[src/rtl/uart_pkg.sv]
// Shared types and constants for the UART receive deserialiser.
package uart_pkg;

    // Receive FSM states, in the order a frame walks through them.
    typedef enum logic [2:0] {
        IDLE,
        START,
        DATA,
        PARITY,
        STOP
    } rx_state_t;

    // Parity sense: the XOR over data plus parity bit that a good frame yields.
    localparam logic PARITY_EVEN = 1'b0;
    localparam logic PARITY_ODD  = 1'b1;

endpackage

[src/rtl/uart_rx_deser_sync_2ff.sv]
// Two-flop synchroniser for a single asynchronous input.
// The reset value is a parameter so idle-high lines come out of reset idle.
module sync_2ff #(
    parameter logic RESET_VAL = 1'b0
) (
    input  logic clk,
    input  logic rst_n,
    input  logic i_d,
    output logic o_q
);

    logic r_meta;
    logic r_sync;

    // Shift the raw input through two flops to settle metastability.
    always_ff @(posedge clk or negedge rst_n) begin
        if (!rst_n) begin
            r_meta <= RESET_VAL;
            r_sync <= RESET_VAL;
        end else begin
            // NOTE: non-blocking assignments keep both flops sampling the pre-edge values,
            // so the chain really is two stages deep regardless of statement order.
            r_meta <= i_d;
            r_sync <= r_meta;
        end
    end

    assign o_q = r_sync;

endmodule

[src/rtl/uart_rx_deser.sv]
// UART-style receive deserialiser: start-bit hunt on an oversampled line,
// mid-bit sampling, optional parity, 1 or 2 stop bits, and a valid/ready
// holding register with parity, framing and overrun reporting.
module uart_rx_deser #(
    parameter int unsigned DATA_BITS  = 8,
    parameter int unsigned OVERSAMPLE = 16,
    parameter int unsigned PARITY_EN  = 0,
    parameter int unsigned PARITY_ODD = 0,
    parameter int unsigned STOP_BITS  = 1
) (
    input  logic                 clk,
    input  logic                 reset,
    input  logic                 serialIn,
    input  logic                 sampleTick,
    output logic [DATA_BITS-1:0] parallelOut,
    output logic                 outValid,
    input  logic                 outReady,
    output logic                 parityErr,
    output logic                 frameErr,
    output logic                 overrun,
    output logic                 busy
);

    import uart_pkg::*;

    localparam int TW = $clog2(OVERSAMPLE);
    localparam int BW = $clog2(DATA_BITS + 1);

    localparam logic [TW-1:0] TICK_MID  = TW'(OVERSAMPLE / 2 - 1);
    localparam logic [TW-1:0] TICK_LAST = TW'(OVERSAMPLE - 1);
    localparam logic [BW-1:0] BIT_LAST  = BW'(DATA_BITS - 1);
    localparam logic [BW-1:0] STOP_LAST = BW'(STOP_BITS - 1);
    localparam logic          PAR_SENSE = (PARITY_ODD != 0) ? uart_pkg::PARITY_ODD
                                                            : uart_pkg::PARITY_EVEN;

    rx_state_t            r_state;
    rx_state_t            w_next_state;
    logic [TW-1:0]        r_tick_cnt;
    logic [TW-1:0]        w_tick_cnt;
    logic [BW-1:0]        r_bit_cnt;
    logic [BW-1:0]        w_bit_cnt;
    logic [DATA_BITS-1:0] r_shift;
    logic [DATA_BITS-1:0] w_shift;
    logic                 r_par_bad;
    logic                 w_par_bad;
    logic                 r_frame_bad;
    logic                 w_frame_bad;
    logic                 w_done;
    logic                 w_rx_s;

    logic [DATA_BITS-1:0] r_data;
    logic                 r_out_valid;
    logic                 r_parity_err;
    logic                 r_frame_err;
    logic                 r_overrun;

    sync_2ff #(
        .RESET_VAL (1'b1)
    ) u_sync (
        .clk   (clk),
        .rst_n (reset),
        .i_d   (serialIn),
        .o_q   (w_rx_s)
    );

    // FSM state register.
    always_ff @(posedge clk or negedge reset) begin
        if (!reset) begin
            r_state <= IDLE;
        end else begin
            r_state <= w_next_state;
        end
    end

    // Next-state and next-datapath decode; everything holds unless a tick arrives.
    always_comb begin
        // NOTE: every output of this block gets a default first, so no path can
        // leave one unassigned and infer a latch.
        w_next_state = r_state;
        w_tick_cnt   = r_tick_cnt;
        w_bit_cnt    = r_bit_cnt;
        w_shift      = r_shift;
        w_par_bad    = r_par_bad;
        w_frame_bad  = r_frame_bad;
        w_done       = 1'b0;

        if (sampleTick) begin
            case (r_state)
                IDLE: begin
                    if (!w_rx_s) begin
                        w_next_state = START;
                        w_tick_cnt   = '0;
                        w_par_bad    = 1'b0;
                        w_frame_bad  = 1'b0;
                    end
                end
                START: begin
                    if (r_tick_cnt == TICK_MID) begin
                        if (w_rx_s) begin
                            w_next_state = IDLE;      // glitch, not a start bit
                        end else begin
                            w_next_state = DATA;
                            w_tick_cnt   = '0;
                            w_bit_cnt    = '0;
                        end
                    end else begin
                        w_tick_cnt = r_tick_cnt + TW'(1);
                    end
                end
                DATA: begin
                    if (r_tick_cnt == TICK_LAST) begin
                        w_tick_cnt = '0;
                        w_shift    = {w_rx_s, r_shift[DATA_BITS-1:1]};
                        if (r_bit_cnt == BIT_LAST) begin
                            w_bit_cnt    = '0;
                            w_next_state = (PARITY_EN != 0) ? PARITY : STOP;
                        end else begin
                            w_bit_cnt = r_bit_cnt + BW'(1);
                        end
                    end else begin
                        w_tick_cnt = r_tick_cnt + TW'(1);
                    end
                end
                PARITY: begin
                    if (r_tick_cnt == TICK_LAST) begin
                        w_tick_cnt   = '0;
                        w_par_bad    = ((^{r_shift, w_rx_s}) != PAR_SENSE);
                        w_next_state = STOP;
                    end else begin
                        w_tick_cnt = r_tick_cnt + TW'(1);
                    end
                end
                STOP: begin
                    if (r_tick_cnt == TICK_LAST) begin
                        w_tick_cnt = '0;
                        if (!w_rx_s) begin
                            w_frame_bad = 1'b1;
                        end
                        if (r_bit_cnt == STOP_LAST) begin
                            w_bit_cnt    = '0;
                            w_next_state = IDLE;
                            w_done       = 1'b1;
                        end else begin
                            w_bit_cnt = r_bit_cnt + BW'(1);
                        end
                    end else begin
                        w_tick_cnt = r_tick_cnt + TW'(1);
                    end
                end
                default: begin
                    w_next_state = IDLE;
                end
            endcase
        end
    end

    // Counters, shift register and per-frame error accumulators.
    always_ff @(posedge clk or negedge reset) begin
        if (!reset) begin
            r_tick_cnt  <= '0;
            r_bit_cnt   <= '0;
            r_shift     <= '0;
            r_par_bad   <= 1'b0;
            r_frame_bad <= 1'b0;
        end else begin
            r_tick_cnt  <= w_tick_cnt;
            r_bit_cnt   <= w_bit_cnt;
            r_shift     <= w_shift;
            r_par_bad   <= w_par_bad;
            r_frame_bad <= w_frame_bad;
        end
    end

    // Holding register, handshake and the one-cycle error pulses.
    always_ff @(posedge clk or negedge reset) begin
        if (!reset) begin
            r_data       <= '0;
            r_out_valid  <= 1'b0;
            r_parity_err <= 1'b0;
            r_frame_err  <= 1'b0;
            r_overrun    <= 1'b0;
        end else begin
            r_frame_err <= w_done & w_frame_bad;
            r_overrun   <= w_done & ~w_frame_bad & r_out_valid & ~outReady;
            if (w_done && !w_frame_bad && (!r_out_valid || outReady)) begin
                r_data       <= r_shift;
                r_parity_err <= r_par_bad;
                r_out_valid  <= 1'b1;
            end else if (r_out_valid && outReady) begin
                r_out_valid  <= 1'b0;
                r_parity_err <= 1'b0;
            end
        end
    end

    assign parallelOut = r_data;
    assign outValid    = r_out_valid;
    assign parityErr   = r_parity_err;
    assign frameErr    = r_frame_err;
    assign overrun     = r_overrun;
    assign busy        = (r_state != IDLE);

endmodule

[config.mk]
export PLATFORM = sky130hd
export DESIGN_NAME = uart_rx_deser
export DESIGN_NICKNAME = d
export VERILOG_FILES = /design/src/rtl/uart_pkg.sv /design/src/rtl/uart_rx_deser_sync_2ff.sv /design/src/rtl/uart_rx_deser.sv
export SDC_FILE = /design/constraint.sdc
export NUM_CORES = 1
export LEC_CHECK = 0
export CORE_MARGIN = 2
export CORE_UTILIZATION = 50
export CTS_BUF_LIST = sky130_fd_sc_hd__clkbuf_4 sky130_fd_sc_hd__clkbuf_8 sky130_fd_sc_hd__clkbuf_16
export CTS_CLUSTER_DIAMETER = 60
export DETAILED_ROUTE_END_ITERATION = 8
export GPL_TIMING_DRIVEN = 1
export PLACE_DENSITY = 0.71
export SLEW_MARGIN = 30
export SYNTH_ARGS = -nofsm -noshare
export SYNTH_HDL_FRONTEND = slang
export SYNTH_SLANG_ARGS = --single-unit
[constraint.sdc]
create_clock -name clk -period 2.16 [get_ports clk]
set_input_delay 0.216 -clock clk [delete_from_list [all_inputs] [get_ports clk]]
set_output_delay 0.216 -clock clk [all_outputs]
set_load 0.05 [all_outputs]
==> impl_metrics.ini, run 1 <==
[status]
status = complete, no violations

[sta]
slew_headroom_pct = 66.5
report.final.hold_viol_count = 0
worst_pin_slew_ps = 501
fin_crit_sh_pct = 91.1
drv_slew = 0
setup_viol = 0
max_freq_mhz = 508
holdWs_ps = 255
fin_skew_ps = 12.3
layout_min_cycle_time_ps = 1970
rsz0062_at_grt = false
final.setup.tns_ps = 0

[global_route]
antenna_found_initial = 0
grt_pass1_wl_microns = 5560
grt_pass1_vias = 1290
grt_max_degree = 36
overflow = 0
track_usage_pct = 18.0

[clock_network]
htreeDepth = 2
tritoncts = done
cts_sinks = 35
cts_buffer_depth = 2
clk_pin_slew_ps = 110
root_buffer = clkbuf_4
numCtsBuffers = 5
cts_setup_buffers = 0
clk_latency_ps = 350

[setup_path]
crit_type = reg2out
cp_max_fo = 11
crit_path_start_kind = flop
crit_family = flip-flops
arrival_ps = 1750
crit_buf_inv = 1
path_cells = or3_1 -> dlygate4sd2_1
endpoint_kind = output port
crit_required_ps = 1940
max_stage_delay_ps = 490
slowest_stage = dfrtp_1

[synth]
syn-cell-area_sq_um = 1800
synthTopCellsByArea = dfrtp_1 (46%), mux2_4 (6.7%), mux2_1 (6.3%), xnor2_1 (3.4%), dfstp_2 (2.9%)
synth.distinct_cells = 51
synth_ff_type = dfrtp_1
syn-instance-count = 147
synth_edf_count = 0
synth_warnings = 0
yosysTopAreaCell = dfrtp_1
yosysSeqAreaShare_pct = 48.8
synth_top_cell_area_share_pct = 45.9
ys_ff_latch = 35
syn_nets = 155
avgSynthCellArea_sq_um = 12.2
async_flop_share_pct = 100

[power_and_ir_drop]
p_leak_uw = 0.000960
vdd_drop_max_mv = 0.426
power.density_nw_per_um2 = 847

[route]
first_pass_iters = 4
drt.antenna.violating_nets = 0
route.detailed.drc = 0
vias_per_cell = 5.55
num_vias = 1204
wl_per_cell_microns = 14.4
finalWirelength_microns = 3120
drt_iter0_drc = 82

[layout]
fill_cells = 276
final_cell_mix = dfrtp_1 (33), clkdlybuf4s50_1 (16), mux2_1 (10)
fin_nets = 178
drive_gt1_share_pct = 19.9
final_common_cell = dfrtp_1
synthToLayoutAreaGrowth_pct = 15.7
num_antenna_cells = 0

[floorplan]
io_pins = 18
core_sq_um = 3390
rows = 21
initial_core_util_pct = 53.1
dieArea_sq_um = 4090
chipHeight_microns = 64.0
die_w_microns = 64.0

[placed_design]
gp_congestion = 0.832
dpl.hpwl_microns = 2260
placement.io_buffers = 17

[worst_hold_path]
holdCritPathClass = in2async

[job]
cap_violations = 0
-- worst reg2reg max path: stages, from the launching register on --
cell and delay, ps:
dfrtp_1 420, inv_1 100, ha_1 160, nor3b_1 270, nand4_2 200, nor3_4 200, nand2_4 150, mux2_4 330
-- cell usage after synthesis (all sizes together), types with 3 or more instances --
cell,count
nor3b,4
a21oi,3
ha,3
dfrtp,33
a22o,3
mux2,19
inv,4
nand2,9
xnor2,7
nor2b,3
mux2i,4
o21ai,9
nand3,4
nand2b,5
buf,3
nor2,3
and3,3
-- metal layers --
metal	up-vias	routed length, microns	track usage, %	share of wire, %
li1	581	-	-	-
met1	591	1400	19.9	45
met2	23	1500	30.2	48
met3	9	139	6.34	4.5
met4	0	81	9.51	2.6
met5	-	0	0	0
-- cells by family after synthesis --
kind of cell | synth area share, %
fa+ha+maj | 2.09
simple gates | 16.3
buf+inv | 2.57
mux | 15.8
compound gates | 10.6
flops | 48.8
xor+xnor | 3.89
-- repair_timing --
action / 4_1_cts / 5_1_grt
hold buffers: 0 / 0
hold endpoints to repair: 0 / 0
endpoints found under the setup margin: 1 / 0
resized for setup: 1 / 0
-- layout make-up --
type                            count  area [sq um]  share of cell area, %
Clock buffer                        5          37.5                   1.80
Clock inverter                      3          20.0                  0.962
Sequential cell                    35           878                   42.2
Multi-Input combinational cell    103           875                   42.0
Tap cell                           46          57.6                   2.76
Timing Repair Buffer               21           199                   9.56
Inverter                            4          15.0                  0.721
-- sequential cells by signal (all words and copies together) (netlist names) --
register       flops
frameErr           1
outValid           1
overrun            1
parallelOut        8
parityErr          1
r_bit_cnt          4
r_frame_bad        1
r_par_bad          1
r_shift            8
r_state            3
r_tick_cnt         4
u_sync.o_q         1
u_sync.r_meta      1
-- final timing paths --
kind / slack [ps] / depth (start not counted) / to / from
min in group clk: 280 / 1 / u_sync.r_meta / serialIn
setup / recovery: 190 / 2 / busy / r_state[2]
setup reg to reg: 240 / 7 / parallelOut[3] / r_bit_cnt[0]
hold reg to reg: 360 / 0 / u_sync.o_q / u_sync.r_meta
max in group asynchronous: 1560 / 2 / u_sync.r_meta / reset
hold / removal: 250 / 2 / r_tick_cnt[3] / reset
-- report_power, final --
part           internal [uW]  total [uW]  leakage (uW)  switching [uW]
clock network            124         362     0.0000272             238
logic                    253         569      0.000458             315
registers                726         833      0.000475             106
-- stage by stage --
step | std cells | worst slack [ps] | cell area (sq um) | power, uW | util (%)
floorplan | 147 | 395 | 1800 | 1290 | -
global placement | 209 | 290 | 2030 | 1410 | 59.8
detailed placement | 209 | 227 | 2030 | 1420 | 59.8
CTS | 217 | 181 | 2080 | 1780 | 61.4
global route | 217 | 49.8 | 2080 | 1890 | 61.4
finish | 217 | 192 | 2080 | 1760 | 61.4
Power figures use the tool's default switching activity.
==> run 2, diff against run 1 <==
--- a/config.mk
+++ b/config.mk
@@ -5,6 +5,8 @@
 export SDC_FILE = /design/constraint.sdc
 export NUM_CORES = 1
 export LEC_CHECK = 0
+export ABC_AREA = 1
+export ABC_CLOCK_PERIOD_IN_PS = 2160
 export CORE_MARGIN = 2
 export CORE_UTILIZATION = 50
 export CTS_BUF_LIST = sky130_fd_sc_hd__clkbuf_4 sky130_fd_sc_hd__clkbuf_8 sky130_fd_sc_hd__clkbuf_16
==> constraint.sdc (replaced) <==
create_clock -name clk -period 2.16 [get_ports clk]
set_input_delay 0.432 -clock clk [delete_from_list [all_inputs] [get_ports clk]]
set_output_delay 0.432 -clock clk [all_outputs]
set_load 0.05 [all_outputs]
==> impl_metrics.ini, run 2 <==
[status]
status = complete, no violations

[power_and_ir_drop]
power.density_nw_per_um2 = 906
p_switching_uw = 737
p_clk_share_pct = 33.5
vdd_drop_max_mv = 0.488
p_seq_share_pct = 37.5
comb_power_share_pct = 29.0
internal_power_uw = 1360
p_leak_uw = 0.00113
switching_share_pct = 35.1

[sta]
layout_min_cycle_time_ps = 1880
slew_headroom_pct = 66.4
worst_pin_slew_ps = 502
report.final.hold_viol_count = 0
final.setup.tns_ps = 0
drv_slew = 0
rsz0062_at_grt = false
setup_viol = 0
fin_crit_sh_pct = 87.2
max_freq_mhz = 531
fin_skew_ps = 3.56

[floorplan]
rows = 22
die_w_microns = 66.6
io_pins = 18
chipHeight_microns = 66.6
initial_core_util_pct = 52.8
dieArea_sq_um = 4440
core_sq_um = 3720

[setup_path]
max_stage_delay_ps = 800
crit_family = buffers and inverters
crit_type = reg2out
crit_buf_inv = 1
crit_path_start_kind = flop
slowest_stage = clkdlybuf4s50_1
arrival_ps = 1450
crit_required_ps = 1730
endpoint_kind = output port
path_cells = clkdlybuf4s50_1
cp_max_fo = 3

[route]
wl_met3_microns = 184
wl_met2_microns = 1700
met1Wirelength_microns = 1920
vias_per_cell = 5.11
route.detailed.drc = 0
first_pass_iters = 4
wl_per_cell_microns = 11.9
drt.antenna.violating_nets = 0
drt_iter0_drc = 101
routed.top_layer = met4
finalWirelength_microns = 3850
num_vias = 1656

[global_route]
grt_pass1_vias = 1440
track_usage_pct = 19.9
grt_max_degree = 36
grt_pass1_wl_microns = 6580
overflow = 0
antenna_found_initial = 0

[clock_network]
numCtsBuffers = 5
cts_buffer_depth = 2
cts_hold_buf = 0
cts_sinks = 35
clk_pin_slew_ps = 70
root_buffer = clkbuf_8
htreeDepth = 2
clk_latency_ps = 290
cts_setup_buffers = 0
cts-resized-gates = 0
tritoncts = done

[placed_design]
placement.io_buffers = 17
gp_congestion = 0.851
dp.cells = 316
dpl.hpwl_microns = 2830

[synth]
yosysTopAreaCell = dfrtp_1
ys_ff_latch = 35
yosysSeqAreaShare_pct = 44.8
synth_ff_type = dfrtp_1
synthSimpleGateAreaFrac_pct = 36.8
syn-cell-area_sq_um = 1960
synthXorXnorAreaFrac_pct = 0.893
synth_warnings = 0
synth_edf_count = 0
synth.distinct_cells = 30
async_flop_share_pct = 100
synth_top_cell_area_share_pct = 42.1
synth_most_common_cell = nand2_1
yosys.area_share.adder_pct = 1.91
synthTopCellsByArea = dfrtp_1 (42%), nand2_1 (19%), inv_1 (3.8%), nand3_1 (3.8%), nand4_1 (2.9%)
syn_nets = 260
synthTopCellsByCount = nand2_1 (101), dfrtp_1 (33), inv_1 (20), nand3_1 (15), o21ai_1 (11)
synthMuxAreaShare_pct = 0
syn-instance-count = 252
avgSynthCellArea_sq_um = 7.79
synth_top_family_by_area = simple AND/OR/NAND/NOR gates
synth_compound_area_share_pct = 8.99

[layout]
fill_cells = 332
synthToLayoutAreaGrowth_pct = 18.0
drive_gt1_share_pct = 13.4
num_antenna_cells = 0
fin_nets = 283
fin_cells = 324
final_cell_mix = nand2_1 (101), dfrtp_1 (33), inv_1 (20)
final_common_cell = nand2_1

[job]
cap_violations = 0

[worst_hold_path]
holdCritPathClass = reg2reg
==> run 2: layout make-up <==
cell class | count | area (sq um) | share of cell area [%]
Multi-Input combinational cell | 187 | 953 | 41.2
Sequential cell | 35 | 878 | 37.9
Timing Repair Buffer | 20 | 190 | 8.21
Inverter | 26 | 97.6 | 4.21
Clock buffer | 5 | 68.8 | 2.97
Clock inverter | 3 | 67.6 | 2.92
Tap cell | 48 | 60.1 | 2.59
==> run 2: cell families (layout without fill, tap and decap cells) <==
group / after synthesis / count (layout)
AOI/OAI and AO/OA: 31 / 31
xor gates and xnor gates: 2 / 2
adders and majority gates: 3 / 3
buffers and inverters: 30 / 54
DFF: 35 / 35
and+or+nand+nor: 151 / 151
==> run 2: power by group through the flow <==
stage	clock network (uW)	registers (uW)	logic, uW
detailed placement	0	798	605
global placement	0	798	599
global route	750	799	680
CTS	718	787	608
floorplan	0	783	471
finish	702	788	608
==> run 2: path summary, 6_finish.rpt <==
path	slack [ps]	startpoint	cells after the start	end
max	280	outValid	1	outValid
min	360	u_sync.r_meta	0	u_sync.o_q
max reg2reg	580	r_tick_cnt[0]	8	parallelOut[3]
min reg2reg	360	u_sync.r_meta	0	u_sync.o_q
max in group asynchronous	1290	reset	2	u_sync.o_q
min in group asynchronous	540	reset	2	r_bit_cnt[2]
==> run 2: per-layer routing <==
metal / GRT usage (%) / up-vias
met2: 30.3 / 34
met1: 27.0 / 757
met4: 7.40 / 0
li1: - / 861
met5: 0 / -
met3: 5.57 / 4
==> run 2: per-stage QoR <==
stage	total power [uW]	setup WS [ps]	hold slack (ps)	util, %	area [sq um]
2_1_floorplan	1250	686	136	-	1960
3_3_place_gp	1400	245	346	58.7	2180
3_5_place_dp	1400	220	351	58.7	2180
4_1_cts	2110	249	362	62.3	2320
5_1_grt	2230	208	370	62.3	2320
6_report	2100	276	360	62.3	2320
